$ cat config.mk
export PLATFORM = sky130hd
export DESIGN_NAME = marquee_ctl
export DESIGN_NICKNAME = d
export VERILOG_FILES = /design/src/rtl/marquee_pkg.sv /design/src/rtl/marquee_scan.sv /design/src/rtl/marquee_ctl.sv
export SDC_FILE = /design/constraint.sdc
export NUM_CORES = 1
export LEC_CHECK = 0
export CORE_MARGIN = 10
export CORE_UTILIZATION = 55
export DETAILED_ROUTE_END_ITERATION = 7
export PLACE_DENSITY = 0.75
export SYNTH_ARGS = -nofsm -noshare
export SYNTH_HDL_FRONTEND = slang
export SYNTH_SLANG_ARGS = --single-unit
export TNS_END_PERCENT = 1
$ cat constraint.sdc
create_clock -name clk -period 4.4 [get_ports clk]
set_input_delay 1.1 -clock clk [delete_from_list [all_inputs] [get_ports clk]]
set_output_delay 1.1 -clock clk [all_outputs]
set_load 0.02 [all_outputs]
$ cat src/rtl/marquee_pkg.sv
// Shared constants and helpers for the scrolling seven-segment marquee.
// Segment patterns are active-low; the message ring is MSG_LEN slots deep.
package marquee_pkg;

   localparam int unsigned MSG_LEN = 6;
   localparam int unsigned SLOT_W  = 3;
   localparam int unsigned SUM_W   = SLOT_W + 1;
   localparam int unsigned SEG_W   = 8;
   localparam int unsigned DIG_N   = 4;

   localparam logic [SEG_W-1:0] SS_N     = 8'hD5;
   localparam logic [SEG_W-1:0] SS_T     = 8'hE1;
   localparam logic [SEG_W-1:0] SS_H     = 8'h91;
   localparam logic [SEG_W-1:0] SS_U     = 8'h83;
   localparam logic [SEG_W-1:0] SS_E     = 8'h61;
   localparam logic [SEG_W-1:0] SS_BLANK = 8'hFF;

   // Power-on message "NTHUEE"
   function automatic logic [SEG_W-1:0] init_slot(input logic [SLOT_W-1:0] s);
      case (s)
         3'd0:    return SS_N;
         3'd1:    return SS_T;
         3'd2:    return SS_H;
         3'd3:    return SS_U;
         default: return SS_E;
      endcase
   endfunction

   // (base + off) mod MSG_LEN for base in 0..MSG_LEN-1, off in 0..3
   function automatic logic [SLOT_W-1:0] slot_add(input logic [SLOT_W-1:0] base,
                                                  input logic [1:0]        off);
      logic [SUM_W-1:0] sum;
      sum = {1'b0, base} + {2'b00, off};
      if (sum >= SUM_W'(MSG_LEN)) sum = sum - SUM_W'(MSG_LEN);
      return sum[SLOT_W-1:0];
   endfunction

endpackage

$ cat src/rtl/marquee_scan.sv
// Digit multiplexer: advances the scan index every DIV_SCAN cycles and
// drives the registered one-cold digit enable for the current index.
module marquee_scan
   import marquee_pkg::*;
#(
   parameter int unsigned DIV_SCAN = 50000
) (
   input  logic             clk,
   input  logic             rst_n,
   output logic [1:0]       idx,
   output logic [DIG_N-1:0] bit_dsp
);

   localparam int unsigned CW = (DIV_SCAN > 1) ? $clog2(DIV_SCAN) : 1;

   logic [CW-1:0] cnt;
   logic          wrap;

   assign wrap = (cnt == CW'(DIV_SCAN - 1));

   always_ff @(posedge clk or posedge rst_n) begin
      if (rst_n) begin
         cnt     <= '0;
         idx     <= '0;
         bit_dsp <= '1;
      end else begin
         cnt     <= wrap ? '0 : cnt + CW'(1);
         if (wrap) idx <= idx + 2'd1;
         bit_dsp <= ~(DIG_N'(1) << idx);
      end
   end

endmodule

$ cat src/rtl/marquee_ctl.sv
// Scrolling marquee controller: 6-slot message ring, scroll head, write port
// and registered segment drive. Define MARQUEE_BLINK_EN to blink while paused.
module marquee_ctl
   import marquee_pkg::*;
#(
   parameter int unsigned DIV_SCROLL = 25000000,
   parameter int unsigned DIV_SCAN   = 50000
) (
   input  logic              clk,
   input  logic              rst_n,
   input  logic              pause,
   input  logic              dir,
   input  logic              wr_valid,
   output logic              wr_ready,
   input  logic [SLOT_W-1:0] wr_addr,
   input  logic [SEG_W-1:0]  wr_data,
   output logic [SEG_W-1:0]  BCD_dsp,
   output logic [DIG_N-1:0]  bit_dsp,
   output logic [SLOT_W-1:0] head,
   output logic              scroll_tick
);

   localparam int unsigned      SCW       = (DIV_SCROLL > 1) ? $clog2(DIV_SCROLL) : 1;
   localparam logic [SLOT_W-1:0] LAST_SLOT = SLOT_W'(MSG_LEN - 1);

   logic [SCW-1:0]    scroll_cnt;
   logic              cnt_last;
   logic              cnt_run;
   logic              blank_c;
   logic              wr_fire;
   logic [1:0]        scan_idx;
   logic [SLOT_W-1:0] head_nxt;
   logic [SLOT_W-1:0] shown_slot;
   logic [SEG_W-1:0]  ring [MSG_LEN];

   assign cnt_last    = (scroll_cnt == SCW'(DIV_SCROLL - 1));
   assign scroll_tick = cnt_last && !pause;
   assign wr_ready    = !scroll_tick;
   assign wr_fire     = wr_valid && wr_ready && (wr_addr < SLOT_W'(MSG_LEN));
   assign shown_slot  = slot_add(head, 2'd3 - scan_idx);

`ifdef MARQUEE_BLINK_EN
   logic blank;

   // Counter keeps running while paused so it can pace the blink phase
   assign cnt_run = 1'b1;
   assign blank_c = blank && pause;

   always_ff @(posedge clk or posedge rst_n) begin
      if (rst_n)         blank <= 1'b0;
      else if (!pause)   blank <= 1'b0;
      else if (cnt_last) blank <= !blank;
   end
`else
   assign cnt_run = !pause;
   assign blank_c = 1'b0;
`endif

   always_comb begin
      head_nxt = head;
      if (dir) head_nxt = (head == '0)        ? LAST_SLOT : head - SLOT_W'(1);
      else     head_nxt = (head == LAST_SLOT) ? '0        : head + SLOT_W'(1);
   end

   // Scroll pacing; head only moves on the edge that closes a tick cycle
   always_ff @(posedge clk or posedge rst_n) begin
      if (rst_n) begin
         scroll_cnt <= '0;
         head       <= '0;
      end else begin
         if (cnt_run)     scroll_cnt <= cnt_last ? '0 : scroll_cnt + SCW'(1);
         if (scroll_tick) head       <= head_nxt;
      end
   end

   always_ff @(posedge clk or posedge rst_n) begin
      if (rst_n) begin
         for (int i = 0; i < MSG_LEN; i++) ring[i] <= init_slot(SLOT_W'(i));
      end else if (wr_fire) begin
         ring[wr_addr] <= wr_data;
      end
   end

   always_ff @(posedge clk or posedge rst_n) begin
      if (rst_n) BCD_dsp <= SS_BLANK;
      else       BCD_dsp <= blank_c ? SS_BLANK : ring[shown_slot];
   end

   marquee_scan #(
      .DIV_SCAN (DIV_SCAN)
   ) u_scan (
      .clk     (clk),
      .rst_n   (rst_n),
      .idx     (scan_idx),
      .bit_dsp (bit_dsp)
   );

endmodule

==> impl_results.md, run 1 <==
- Outcome: finished clean
- Total GRT Usage: between 10% and 20%
- Adder-cell share of the synthesized area: between 2 and 3%
- GRT overflow: 0
- Chip Width: around 120 µm
- Crit path max fanout: 5
- CP delay by family, top: simple AND/OR/NAND/NOR gates
- DPL Wire Length: 7133 µm
- # rows: 35
- Synth-to-Final Area Change: 13.52%
- Mux cell area share after synthesis: 17.73%
- CTS buffer count: 9
- Area share of and/or/nand/nor cells after synthesis: 15.80%
- RSZ-0062 raised after global routing: no
- Hold/Removal Path Class: register to register
- Io pins: 33
- DRT Pass-1 Iters: 4
- Post-synth top area share: roughly a third
- Via count of the first global-routing pass: about 3600
- Top FF cell, synth: dfrtp_1
- Final Slew Violations: 0
- CP Launch Type: register
- Commonest cells in the synthesized netlist: 73 x dfrtp_1, 41 x mux2_2, 39 x nand2_1
- FF/Latch Area: 0.002694 mm²
- Die Y: around 120 µm
- Setup TNS Final: 0 ns
- Avg Vias per Cell: about 5.6
- WS Path Type: register to output port
- Largest family of logic cells by synthesized area: multiplexers
- Placer Congestion: around 0.84
- DRT iter0 DRCs: 200
- Mapped Area: approximately 0.0053 mm²
- Synth area leaders: dfrtp_1 35%, dfstp_2 16%, mux2_2 8.8%, mux2_4 4.6%, mux2i_1 4.4%
- Slew HR: a little under a third
- Wirelength per Cell: 16.75 µm
- Count leader, synth: dfrtp_1
- Clk_lat worst skew: about 0.38 ns
- Final nets: a little over 500
- IO buf count: 32
- Most used cell, CP: or4_4
- Share of cells above drive strength 1: approximately a quarter
- Post-synthesis compound-gate area fraction: 4.426%
- ANT nets after route: 0
- Final setup violation count: 0
- Largest net degree at the start of global routing: 78
- Core ar.: slightly above 0.009 mm²
- Synth Register Bits: 106
- Total Routed Length: 10380 µm
- Post-Synthesis Cells: ~440
- Multi-input gate area: ~0.0024 mm²
- Die area: between 0.01 and 0.015 mm²
- Hold_buf cts: 0
- Via count: 3489
- CTS sink cnt: approximately 110
- EDFF count, synth: 0
- Critical-path top delay cell: or4_4
- Fillcell total: 730
- Syn nets: 470
- First-pass GRT wire length: 17890 µm
- Netlist cell types: 49
- CP cell instances: or4b_1 > or4_4 > or4_4 > clkinv_8 > clkdlybuf4s50_1
- Tcrit/Tclk final: between 90% and 100%
- Critical Path RT: between 3 and 4 ns
- Max-cap violations: 0
- Avg Cell Area, Syn: about 12 µm²
- Initial Util: roughly 57%
- Clock root buffer: clkbuf_8
- Yosys warnings: 0
- Endpoints failing hold: 0
- Clock tree buffer depth: 2
- FMAX: around 230 MHz
- Seq/Total Area, Yosys: 51.24%
- Synth area leader: dfrtp_1
- WP data arrival: 3.18 ns
- Worst Setup End Kind: output port
- WP buf/inv: 2
- Worst path max stage delay: between 0.6 and 0.7 ns
- Hold Slack: about 0.5 ns
- Synth async-reset ratio: 100.0%
- Clock Skew: between 0.01 and 0.015 ns
- Xor/xnor share of the synthesized area: under 10%
- Tightest Pin Transition: 1.018 ns
- TritonCTS clock tree: built
- Pwr/cell area: between 300 and 400 mW/mm²
- Initial antenna violation count: 0
- Crit path time final: ~4.3 ns
- DR DRC count: 0
- Worst-path clk slew: 0.09 ns
- Lkg Pwr: ~2.7 nW
- Antenna cells: 0
- Peak VDD IR: between 300 and 400 µV
- H-tree depth: 3
## cell families (layout without fill, tap and decap cells)
logic type               Yosys count  after routing
XOR/XNOR                          35             35
buffers and inverters             29             76
AO/OA/AOI/OAI                     34             34
adder cells (fa/ha/maj)           10             10
AND/OR/NAND/NOR                  150            150
multiplexers                      80             80
flip-flops                       106            106
## cell usage in the layout, fill, tap and decap left out, types with 7 or more instances in the layout
master            n
dfrtp_1          73
o22ai_1           7
mux2_4           16
o21ai_0          10
a222oi_1          7
inv_1            17
mux2_2           41
xnor2_1          20
nand3_1          14
xor2_1           15
buf_4             9
clkdlybuf4s50_1  32
ha_1              9
mux2i_1          23
nand2_1          39
clkbuf_8         13
nand4_1          12
dfstp_2          33
nor2_1           36
## worst paths after layout
kind / slack [ns] / end / startpoint / depth (start not counted)
setup / recovery: 0.12 / scroll_tick / scroll_cnt[17]$_DFFE_PP0N_ / 5
min in group asynchronous: 1.27 / scroll_cnt[2]$_DFFE_PP0N_ / rst_n / 2
setup reg to reg: 1.32 / BCD_dsp[2]$_DFF_PP1_ / head[0]$_DFFE_PP0P_ / 6
hold / removal: 0.49 / u_scan.cnt[0]$_DFF_PP0_ / u_scan.cnt[0]$_DFF_PP0_ / 1
hold reg to reg: 0.49 / u_scan.cnt[0]$_DFF_PP0_ / u_scan.cnt[0]$_DFF_PP0_ / 1
max in group asynchronous: 2.39 / scroll_cnt[7]$_DFFE_PP0N_ / rst_n / 3
## sequential cells by signal (all words and copies together), names as in the netlist
signal          cells
u_scan.cnt         16
scroll_cnt         25
u_scan.bit_dsp      4
u_scan.idx          2
ring               48
head                3
BCD_dsp             8
## per-layer routing
layer | vias up | global-route usage, % | share of wire (%) | wire length, µm
met5 | - | 0 | 0 | 0
met4 | 0 | 5.796 | 1.7 | 178
met1 | 1747 | 18.13 | 43 | 4428
met2 | 58 | 27.13 | 52 | 5388
met3 | 16 | 3.597 | 3.8 | 390
li1 | 1668 | - | - | -
## what timing repair did
action	4_1_cts	5_1_grt
endpoints found under the setup margin	1	0
setup buffers	0	0
gates resized for setup	1	0
## report_power, final
part	leakage (nW)	internal, W	switching [W]
logic	1.28	0.000210	0.000167
clock network	0.102	0.000268	0.000321
registers	1.29	0.00116	0.0000805
total	2.67	0.00163	0.000568
## through the flow
stage	worst slack (ns)	util, %	power, W	instances	cell area (µm²)
final	0.1248	64.29	0.002202	620	5968
after global routing	0.02577	64.29	0.002312	620	5968
after CTS	0.1069	64.29	0.002222	620	5968
after detailed placement	0.2214	62.09	0.001631	604	5764
after global placement	0.2538	62.09	0.001604	604	5764
after floorplan	0.5657	-	0.001507	444	5258
## layout make-up
class | instances | area share [%]
clock inverter | 3 | 0.3564
clock buffer | 13 | 2.998
tap | 129 | 2.704
multi-input combinational | 309 | 40.86
inverter | 19 | 1.447
sequential | 106 | 45.14
timing repair buffer | 41 | 6.499
Power figures use the tool's default switching activity.
==> run 2: changes to the inputs <==
--- a/config.mk
+++ b/config.mk
@@ -6,9 +6,9 @@
 export NUM_CORES = 1
 export LEC_CHECK = 0
 export CORE_MARGIN = 10
-export CORE_UTILIZATION = 55
+export CORE_UTILIZATION = 59
 export DETAILED_ROUTE_END_ITERATION = 7
-export PLACE_DENSITY = 0.75
+export PLACE_DENSITY = 0.79
 export SYNTH_ARGS = -nofsm -noshare
 export SYNTH_HDL_FRONTEND = slang
 export SYNTH_SLANG_ARGS = --single-unit
==> run 2 against run 1 <==
Effect of this change:
- worst hold slack improved by 0.0012 ns
- sequential power about the same
- clock skew about the same
- critical path type unchanged
- highest routed layer unchanged
==> impl_results.md, run 2 (same netlist as run 1, synthesis figures left out) <==
- Outcome: finished clean
- Max-cap violations: 0
- Clock Skew: around 0.013 ns
- First-pass GRT wire length: 18020 µm
- Final nets: between 500 and 600
- Via count of the first global-routing pass: 3713
- Hold Slack: roughly 0.49 ns
- CP delay by family, top: simple AND/OR/NAND/NOR gates
- Resized Gates After CTS: 0
- Largest Register: ring
- DPL Wire Length: 7117 µm
- Most used cell, CP: or4_4
- Clk_lat worst skew: ~0.36 ns
- Slew HR: 30.59%
- Final Slew Violations: 0
- Core ar.: 0.008678 mm²
- Crit path depth: 5
- Die area: between 0.01 and 0.015 mm²
- Avg Vias per Cell: slightly below 6
- Largest registers: ring: 48 flops, scroll_cnt: 25 flops, u_scan.cnt: 16 flops
- Initial antenna violation count: 0
- Total GRT Usage: between 15 and 20%
- Antenna cells: 0
- Clock tree buffer depth: 2
- Sw frac: between 20% and 30%
- FF-to-FF End: BCD_dsp[1]$_DFF_PP1_
- # rows: 34
- Share of cells above drive strength 1: 25.15%
- Worst Reg-to-Reg Cells: 6
- Setup TNS Final: 0 ns
- Tightest Pin Transition: ~1.0 ns
- ANT nets after route: 0
- Peak VDD IR: around 250 µV
- Crit path to: scroll_tick
- Net Sw Power: approximately 0.00056 W
- DRT Pass-1 Iters: 6
- R2r setup slk: between 1 and 1.5 ns
- Wirelength per Cell: approximately 17 µm
- Worst path max stage delay: slightly above 0.6 ns
- Endpoints failing hold: 0
- Sequential power share: between 50 and 60%
- Critical-path top delay cell: or4_4
- Comb power frac: between 10% and 20%
- Post-CTS setup buffer count: 0
- Setup WS post-layout: around 0.17 ns
- DR DRC count: 0
- Via count: about 3500
- Initial Util: about three fifths
- Internal: around 0.0016 W
- Die Y: 114.4 µm
- Pre-CTS WS: about 0.25 ns
- Crit path from: scroll_cnt[17]$_DFFE_PP0N_
- Hold_buf cts: 0
- FMAX: about 240 MHz
- FF-to-FF Start: head[0]$_DFFE_PP0P_
- WS Path Type: register to output port
- Crit path time final: about 4.2 ns
- Commonest non-fill, non-tap cells in the layout: 73 x dfrtp_1, 41 x mux2_2, 39 x nand2_1
- RSZ-0062 raised after global routing: no
- IO buf count: 32
- Tcrit/Tclk final: between 90% and 100%
- Clock share of power: 26.1%
- TritonCTS clock tree: built
- Layout Cells excl Fill: 597
- H-tree depth: 3
- Max reg flops: 48
- CP Launch Type: register
- Worst-path clk slew: roughly 0.090 ns
- Placer Congestion: about 0.79
- WP data arrival: around 3.1 ns
- Largest net degree at the start of global routing: a little over 70
- Worst Setup End Kind: output port
- CTS sink cnt: ~110
- Hold/Removal Path Class: register to register
- Synth-to-Final Area Change: 12.80%
- Total Routed Length: 10400 µm
- Lkg Pwr: 2.654 nW
- Crit path max fanout: 5
- Commonest non-fill, non-tap cell in the layout: dfrtp_1
- Clock root buffer: clkbuf_8
- CTS buffer count: 9
- Critical Path RT: around 3.3 ns
- Pwr/cell area: 367.3 mW/mm²
- Inst Count DP: 581
- Final setup violation count: 0
- Io pins: 33
- WP buf/inv: 2
- Chip Width: roughly 110 µm
- DRT iter0 DRCs: 179
- CP cell instances: or4b_1 > or4_4 > or4_4 > clkinv_8 > clkdlybuf4s50_1
- GRT overflow: 0
==> run 2: cell count changes in the layout (fill, tap and decap cells not counted) <==
| cell | previous run | this run |
|---|---|---|
| clkbuf_8 | 13 | 10 |
| buf_12 | 0 | 1 |
| buf_4 | 9 | 6 |
| clkbuf_16 | 0 | 1 |
| clkbuf_1 | 0 | 2 |
==> run 2: how the worst min path moves through the flow <==
stage / slack, ns / cells after the start / to / from
floorplan: 0.45 / 1 / u_scan.cnt[0]$_DFF_PP0_ / u_scan.cnt[0]$_DFF_PP0_
global placement: 0.47 / 1 / u_scan.cnt[0]$_DFF_PP0_ / u_scan.cnt[0]$_DFF_PP0_
detailed placement: 0.48 / 1 / u_scan.cnt[0]$_DFF_PP0_ / u_scan.cnt[0]$_DFF_PP0_
CTS: 0.49 / 1 / u_scan.cnt[0]$_DFF_PP0_ / u_scan.cnt[0]$_DFF_PP0_
global route: 0.51 / 1 / u_scan.cnt[0]$_DFF_PP0_ / u_scan.cnt[0]$_DFF_PP0_
finish: 0.49 / 1 / u_scan.cnt[0]$_DFF_PP0_ / u_scan.cnt[0]$_DFF_PP0_
==> run 2: power groups by stage <==
| stage | clock network, W | logic, W | registers (W) |
|---|---|---|---|
| floorplan | 0 | 0.000256 | 0.00125 |
| global placement | 0 | 0.000364 | 0.00124 |
| detailed placement | 0 | 0.000380 | 0.00125 |
| CTS | 0.000583 | 0.000381 | 0.00123 |
| global route | 0.000617 | 0.000419 | 0.00125 |
| finish | 0.000568 | 0.000377 | 0.00123 |
==> run 2: worst register-to-register path: cells and delay by family, from the launching register on <==
kind                     cells  cell delay (ns)
AO/OA/AOI/OAI                1             0.26
buffers and inverters        1             0.13
adder cells (fa/ha/maj)      2             1.22
AND/OR/NAND/NOR              2             0.97
flip-flops                   1             0.48
==> run 2: routing by layer <==
metal / vias to the layer above / track usage [%] / share of wire (%)
met3: 11 / 3.459 / 3.9
met2: 66 / 29.18 / 52
li1: 1655 / - / -
met4: 0 / 4.929 / 1.2
met1: 1728 / 20.15 / 43
met5: - / 0 / 0
==> run 2: stage by stage <==
| stage | total power (W) | instance area (µm²) | utilization [%] |
|---|---|---|---|
| after floorplan | 0.001507 | 5258 | - |
| final | 0.002178 | 5931 | 68.34 |
| after CTS | 0.002197 | 5927 | 68.30 |
| after global routing | 0.002289 | 5931 | 68.34 |
| after detailed placement | 0.001630 | 5736 | 66.09 |
| after global placement | 0.001603 | 5736 | 66.09 |
==> run 2: area by class of cell <==
class | instances | area (µm²)
clock buffer | 13 | 170.2
clock inverter | 3 | 21.27
fill | 655 | 2748
inverter | 19 | 86.33
multi-input combinational | 309 | 2439
sequential | 106 | 2694
tap | 108 | 135.1
timing repair buffer | 39 | 385.4
